[src/rtl/pulse_sched_pkg.sv]
// Shared definitions for the round-robin pulse scheduler.
// Provides the FSM state type, the default sizing constants and a helper
// that extracts one requester's field from a packed per-requester bus.
package pulse_sched_pkg;

    localparam int NREQ_DEF = 2;    // default number of requesters
    localparam int DW_DEF   = 8;    // default delay/width field width
    localparam int CW_DEF   = 4;    // default pulse-count field width
    localparam int FIELD_W  = 256;  // widest packed cfg bus the helper accepts

    typedef enum logic [2:0] {
        ST_IDLE = 3'd0,
        ST_WAIT = 3'd1,
        ST_HIGH = 3'd2,
        ST_LOW  = 3'd3,
        ST_DONE = 3'd4
    } state_t;

    // Return field number idx (each width bits wide) of a packed bus, zero-extended.
    function automatic logic [31:0] field_get(input logic [FIELD_W-1:0] bus,
                                              input int                 idx,
                                              input int                 width);
        logic [FIELD_W-1:0] mask_s;
        logic [FIELD_W-1:0] shifted_s;
        mask_s    = (FIELD_W'(1'b1) << width) - FIELD_W'(1'b1);
        shifted_s = bus >> (idx * width);
        field_get = 32'(shifted_s & mask_s);
    endfunction

endpackage

[src/rtl/pulse_scheduler_rr_arbiter.sv]
// Combinational round-robin arbiter.
// Ports:
//   req   - request vector, one bit per requester
//   last  - index of the requester served most recently
//   gnt   - one-hot grant for the winner (all zero when no request)
//   idx   - binary index of the winner
//   valid - at least one request present
// The search starts one position after 'last' and wraps around, so the
// requester just served has the lowest priority next time.
module rr_arbiter #(
    parameter int NREQ = 2,
    parameter int IW   = 1
) (
    input  logic [NREQ-1:0] req,
    input  logic [IW-1:0]   last,
    output logic [NREQ-1:0] gnt,
    output logic [IW-1:0]   idx,
    output logic            valid
);

    // Rotating-priority search for the first active request after 'last'
    always_comb begin
        gnt   = {NREQ{1'b0}};
        idx   = {IW{1'b0}};
        valid = 1'b0;
        for (int off = 1; off <= NREQ; off++) begin
            int cand;
            cand = (int'(last) + off) % NREQ;
            if (!valid && req[cand[IW-1:0]]) begin
                gnt[cand[IW-1:0]] = 1'b1;
                idx               = cand[IW-1:0];
                valid             = 1'b1;
            end else begin
                valid = valid;
            end
        end
    end

endmodule

[src/rtl/pulse_scheduler.sv]
// Shared pulse-train generator with round-robin access.
// Ports:
//   clock      - system clock, all logic on posedge
//   reset      - synchronous active-high reset
//   req        - level requests, one bit per requester
//   cfg_delay  - per-requester delay D   (requester i at [i*DW +: DW])
//   cfg_width  - per-requester phase length W (0 behaves as 1)
//   cfg_count  - per-requester pulse count C  (0 behaves as 1)
//   cancel     - abort the running transaction
//   grant      - one-hot owner of the current transaction
//   busy       - transaction in progress
//   signal     - shared pulse output
//   done       - one-cycle completion/abort strobe
// All outputs are registered and equal to what the state register holds,
// so 'signal' is high exactly while the FSM sits in HIGH and 'done' while
// it sits in DONE.
module pulse_scheduler
    import pulse_sched_pkg::*;
#(
    parameter int NREQ = NREQ_DEF,
    parameter int DW   = DW_DEF,
    parameter int CW   = CW_DEF
) (
    input  logic             clock,
    input  logic             reset,
    input  logic [NREQ-1:0]  req,
    input  logic [NREQ*DW-1:0] cfg_delay,
    input  logic [NREQ*DW-1:0] cfg_width,
    input  logic [NREQ*CW-1:0] cfg_count,
    input  logic             cancel,
    output logic [NREQ-1:0]  grant,
    output logic             busy,
    output logic             signal,
    output logic             done
);

    localparam int              IW        = (NREQ > 1) ? $clog2(NREQ) : 1;
    localparam logic [DW-1:0]   DW_ZERO   = {DW{1'b0}};
    localparam logic [DW-1:0]   DW_ONE    = DW'(1'b1);
    localparam logic [CW-1:0]   CW_ZERO   = {CW{1'b0}};
    localparam logic [CW-1:0]   CW_ONE    = CW'(1'b1);
    localparam logic [IW-1:0]   PTR_RESET = IW'(NREQ - 1);

    state_t          state_r, state_n;
    logic [DW-1:0]   phase_r, phase_n;
    logic [DW-1:0]   width_r, width_n;
    logic [CW-1:0]   pulses_r, pulses_n;
    logic [IW-1:0]   owner_r, owner_n;
    logic [IW-1:0]   last_r, last_n;
    logic [NREQ-1:0] grant_r, grant_n;
    logic            busy_r, busy_n;
    logic            signal_r;
    logic            done_r;

    logic [NREQ-1:0] arb_gnt_s;
    logic [IW-1:0]   arb_idx_s;
    logic            arb_valid_s;
    logic [DW-1:0]   sel_delay_s;
    logic [DW-1:0]   sel_width_s;
    logic [CW-1:0]   sel_count_s;
    logic [DW-1:0]   eff_width_s;
    logic [CW-1:0]   eff_count_s;

    rr_arbiter #(
        .NREQ (NREQ),
        .IW   (IW)
    ) u_arb (
        .req   (req),
        .last  (last_r),
        .gnt   (arb_gnt_s),
        .idx   (arb_idx_s),
        .valid (arb_valid_s)
    );

    assign sel_delay_s = DW'(field_get(FIELD_W'(cfg_delay), int'(arb_idx_s), DW));
    assign sel_width_s = DW'(field_get(FIELD_W'(cfg_width), int'(arb_idx_s), DW));
    assign sel_count_s = CW'(field_get(FIELD_W'(cfg_count), int'(arb_idx_s), CW));
    assign eff_width_s = (sel_width_s == DW_ZERO) ? DW_ONE : sel_width_s;
    assign eff_count_s = (sel_count_s == CW_ZERO) ? CW_ONE : sel_count_s;

    // Next-state, counter and owner logic of the sequencing FSM
    always_comb begin
        state_n  = state_r;
        phase_n  = phase_r;
        width_n  = width_r;
        pulses_n = pulses_r;
        owner_n  = owner_r;
        last_n   = last_r;
        grant_n  = grant_r;
        busy_n   = busy_r;
        case (state_r)
            ST_IDLE: begin
                if (arb_valid_s) begin
                    // WAIT always spans the acceptance cycle plus D cycles,
                    // so the first rise lands one edge after D expires.
                    state_n  = ST_WAIT;
                    phase_n  = sel_delay_s;
                    width_n  = eff_width_s;
                    pulses_n = eff_count_s;
                    owner_n  = arb_idx_s;
                    grant_n  = arb_gnt_s;
                    busy_n   = 1'b1;
                end else begin
                    state_n = ST_IDLE;
                end
            end
            ST_WAIT: begin
                if (cancel) begin
                    state_n = ST_DONE;
                end else if (phase_r == DW_ZERO) begin
                    state_n = ST_HIGH;
                    phase_n = width_r;
                end else begin
                    phase_n = phase_r - DW_ONE;
                end
            end
            ST_HIGH: begin
                if (cancel) begin
                    state_n = ST_DONE;
                end else if (phase_r <= DW_ONE) begin
                    if (pulses_r <= CW_ONE) begin
                        state_n  = ST_DONE;
                        pulses_n = CW_ZERO;
                    end else begin
                        state_n  = ST_LOW;
                        phase_n  = width_r;
                        pulses_n = pulses_r - CW_ONE;
                    end
                end else begin
                    phase_n = phase_r - DW_ONE;
                end
            end
            ST_LOW: begin
                if (cancel) begin
                    state_n = ST_DONE;
                end else if (phase_r <= DW_ONE) begin
                    state_n = ST_HIGH;
                    phase_n = width_r;
                end else begin
                    phase_n = phase_r - DW_ONE;
                end
            end
            ST_DONE: begin
                state_n  = ST_IDLE;
                phase_n  = DW_ZERO;
                pulses_n = CW_ZERO;
                grant_n  = {NREQ{1'b0}};
                busy_n   = 1'b0;
                last_n   = owner_r;
            end
            default: begin
                state_n  = ST_IDLE;
                phase_n  = DW_ZERO;
                pulses_n = CW_ZERO;
                grant_n  = {NREQ{1'b0}};
                busy_n   = 1'b0;
            end
        endcase
    end

    // State, counters and registered outputs
    always_ff @(posedge clock) begin
        if (reset) begin
            state_r  <= ST_IDLE;
            phase_r  <= DW_ZERO;
            width_r  <= DW_ZERO;
            pulses_r <= CW_ZERO;
            owner_r  <= {IW{1'b0}};
            last_r   <= PTR_RESET;
            grant_r  <= {NREQ{1'b0}};
            busy_r   <= 1'b0;
            signal_r <= 1'b0;
            done_r   <= 1'b0;
        end else begin
            state_r  <= state_n;
            phase_r  <= phase_n;
            width_r  <= width_n;
            pulses_r <= pulses_n;
            owner_r  <= owner_n;
            last_r   <= last_n;
            grant_r  <= grant_n;
            busy_r   <= busy_n;
            signal_r <= (state_n == ST_HIGH);
            done_r   <= (state_n == ST_DONE);
        end
    end

    assign grant  = grant_r;
    assign busy   = busy_r;
    assign signal = signal_r;
    assign done   = done_r;

endmodule

[config.mk]
export PLATFORM = sky130hd
export DESIGN_NAME = pulse_scheduler
export DESIGN_NICKNAME = d
export VERILOG_FILES = /design/src/rtl/pulse_sched_pkg.sv /design/src/rtl/pulse_scheduler_rr_arbiter.sv /design/src/rtl/pulse_scheduler.sv
export SDC_FILE = /design/constraint.sdc
export NUM_CORES = 1
export LEC_CHECK = 0
export CAP_MARGIN = 20
export CORE_ASPECT_RATIO = 1.2
export CORE_UTILIZATION = 45
export DETAILED_ROUTE_END_ITERATION = 8
export GPL_TIMING_DRIVEN = 0
export HOLD_SLACK_MARGIN = 0.03
export PLACE_DENSITY = 0.71
export SLEW_MARGIN = 20
export SYNTH_ARGS = -nofsm -noshare
export SYNTH_HDL_FRONTEND = slang
export SYNTH_SLANG_ARGS = --single-unit
[constraint.sdc]
create_clock -name clock -period 3 [get_ports clock]
set_input_delay 0.6 -clock clock [delete_from_list [all_inputs] [get_ports clock]]
set_output_delay 0.6 -clock clock [all_outputs]
set_load 0.01 [all_outputs]
==> flow_summary.json <==
{
  "outcome": "finished, final reports clean",
  "drv_slew": 0,
  "core_mm2": 0.00404,
  "asyncSetResetFlopFracSynth_pct": 0,
  "fraction_of_the_cycle_the_final_worst_path_needs_pct": 93.8,
  "swShare_pct": 40.2,
  "finalCriticalPeriod_ns": 2.81,
  "cellLeakagePower_nw": 0.928,
  "drc_marker_count_from_the_first_detailed_route_iteration": 175,
  "syn-cell-area_mm2": 0.00195,
  "place_area_mm2": 0.00249,
  "cts_buffers": 5,
  "max_cap_violations": 0,
  "grt_util_all_layers_pct": 27.2,
  "first_pass_grt_wire_length_um": 8950,
  "unrepaired_setup_endpoints_after_global_routing": "no",
  "rows": 25,
  "insertedDiodeCount": 0,
  "clk_latency_ns": 0.29,
  "max_clock_freq_mhz": 355,
  "cts_post_setup_buffers_inserted": 0,
  "critPathMaxStageDelay_ns": 0.77,
  "detailroute.via_count": 2083,
  "post-route-worst-setup-slack_ns": 0.186,
  "worst-setup-path-type": "input pin to flip-flop",
  "syn-num-nets": 292,
  "grt_pass1_vias": 1951,
  "synth_cell_types": 52,
  "post_synth.cell_area_avg_um2": 8.05,
  "cp-start-kind": "input pin",
  "post_cts_resized": 0,
  "worst_ep_arrival_time_ns": 2.98,
  "routed_wire_length_per_instance_um": 15.8,
  "worst_hold_margin_ns": 0.466,
  "max_slew.worst_pin.slew_ns": 0.924,
  "detailedPlacementHpwl_um": 4230,
  "p_seq_share_pct": 33.9,
  "power.clock.fraction_pct": 20.6,
  "yosys_most_used_dff": "sky130_fd_sc_hd__dfxtp_1",
  "yosys_warnings": 0,
  "grt_start_max_net_pins": 11,
  "drt-pass1-iter-count": 4,
  "p_per_area_mw_per_mm2": 614,
  "h-tree-depth": 2,
  "die_h_um": 74.1,
  "worst_path_max_delay_cell": "sky130_fd_sc_hd__a21boi_1",
  "grt_antenna_before_repair": 0,
  "ys_seq_area_share_pct": 30.8,
  "num_io_pins": 50,
  "place.gp.congestion": 0.921,
  "max-vdd-ir-drop_v": 0.000381,
  "clock_path_buffers": 2,
  "die_x_um": 62.1,
  "route.detailed.vias_per_inst": 5.97,
  "layout_commonest_cell": "sky130_fd_sc_hd__clkdlybuf4s50_1",
  "p_comb_share_pct": 45.5,
  "stdcell_area_mm2": 0.00257,
  "antenna_violating_nets_post_route": 0,
  "clkSinkCount": 30,
  "p_int_mw": 0.943,
  "total_power_mw": 1.58,
  "synth_edf_count": 0,
  "drt_drc_violations_left": 0,
  "area_growth_syn_to_layout_pct": 31.9,
  "layout-drive-gt1-share_pct": 6.10,
  "report.final.hold_viol_count": 0,
  "report.final.setup_viol": 0,
  "worst_slew_margin_rel_pct": 38.3,
  "grt_overflow": 0,
  "drt_wl_total_um": 5510,
  "net_count_reported_at_finish": 346,
  "synth_seq_cells": 30,
  "post_cts_hold_buffer_count": 0,
  "required_worst_endpoint_ns": 3.17,
  "critical_path_cell_sequence": "clkdlybuf4s50_1, a21boi_1, buf_4, mux2i_1, nor2_1, a211oi_1, a21oi_1",
  "portBuffers": 47,
  "tritoncts": "done",
  "worst_clock_skew_ns": 0.00746,
  "worstHoldPathType": "flip-flop to flip-flop",
  "cts.root.buffer_cell": "sky130_fd_sc_hd__clkbuf_8",
  "design.die.area_mm2": 0.00460,
  "switching_power_mw": 0.634,
  "syn_inst": 242,
  "clk_pin_slew_worst_paths_ns": 0.06,
  "worst_setup_end_kind": "flip-flop",
  "cp_max_fo": 10,
  "initial_core_util_pct": 48.3,
  "leading_cell_types_in_the_layout_fill_and_taps_excluded": "sky130_fd_sc_hd__clkdlybuf4s50_1 (47), sky130_fd_sc_hd__nor2_1 (32), sky130_fd_sc_hd__dfxtp_1 (30)",
  "preCtsSetupSlack_ns": -0.0982
}
layer usage:
layer  GRT usage, %  vias up  routed length (um)
met2           45.5       70                2710
met5              0        -                   0
li1               -     1033                   -
met1           32.3      965                2330
met3           6.96       15                 298
met4           11.6        0                 168
cell families (layout without fill, tap and decap cells):
logic type,after synthesis,after routing,synth area share [%]
buffers and inverters,23,76,4.88
adders and majority gates,5,5,3.21
AOI/OAI and AO/OA,81,81,30.0
and+or+nand+nor,84,84,21.3
muxes,19,19,9.83
DFF,30,30,30.8
stage by stage:
| stage | setup TNS, ns | utilization, % | cells |
|---|---|---|---|
| after global placement | -0.108 | 61.6 | 343 |
| after CTS | 0 | 63.7 | 349 |
| after floorplan | 0 | - | 242 |
| final | 0 | 63.7 | 349 |
| after detailed placement | -0.0982 | 61.6 | 343 |
| after global routing | 0 | 63.7 | 349 |
registers in the layout, summed over array words and instances (netlist names):
name      count
phase_r       8
width_r       8
pulses_r      4
state_r       3
grant         2
busy          1
done          1
last_r        1
owner_r       1
signal        1
critical path: cells and delay by family:
| family | cells | cell delay (ns) |
|---|---|---|
| mux | 1 | 0.24 |
| buf+inv | 2 | 0.88 |
| compound gates | 3 | 1.19 |
| simple gates | 1 | 0.06 |
Yosys cell counts (all sizes together), types with 4 or more instances:
cell type | n | area share, %
mux2i | 18 | 9.2
ha | 5 | 3.2
nand3 | 5 | 1.3
a31oi | 4 | 1.3
a211oi | 16 | 6.2
inv | 12 | 2.3
nor3 | 9 | 2.3
nand2 | 15 | 2.9
o21ai | 11 | 2.8
nor2 | 34 | 7.1
nor4 | 6 | 1.9
clkbuf | 8 | 1.5
o32ai | 7 | 3.1
a21oi | 17 | 4.4
dfxtp | 30 | 31
path summary, 6_finish.rpt:
kind                           start                      end  slack [ns]  cells past startpoint
max                           req[1]  phase_r[1]$_SDFFE_PP0P_        0.19                      7
min                busy$_SDFFE_PP0P_        busy$_SDFFE_PP0P_        0.47                      2
max reg2reg  phase_r[0]$_SDFFE_PP0P_  phase_r[2]$_SDFFE_PP0P_        0.34                      7
min reg2reg        busy$_SDFFE_PP0P_        busy$_SDFFE_PP0P_        0.47                      2
layout make-up:
cell class	count	area, um2
multi-input combinational	189	1250
fill	359	1470
tap	54	67.6
clock buffer	6	82.6
buffer	11	50.0
sequential	30	601
timing repair buffer	47	470
inverter	12	45.0
power groups by stage:
stage / Clock [mW] / Combinational, mW / Sequential [mW]
2_1_floorplan: 0 / 0.502 / 0.526
3_3_place_gp: 0 / 0.698 / 0.539
3_5_place_dp: 0 / 0.702 / 0.540
4_1_cts: 0.327 / 0.707 / 0.532
5_1_grt: 0.344 / 0.785 / 0.544
6_report: 0.324 / 0.718 / 0.534
Note: power is estimated with default switching activity, not from simulation.
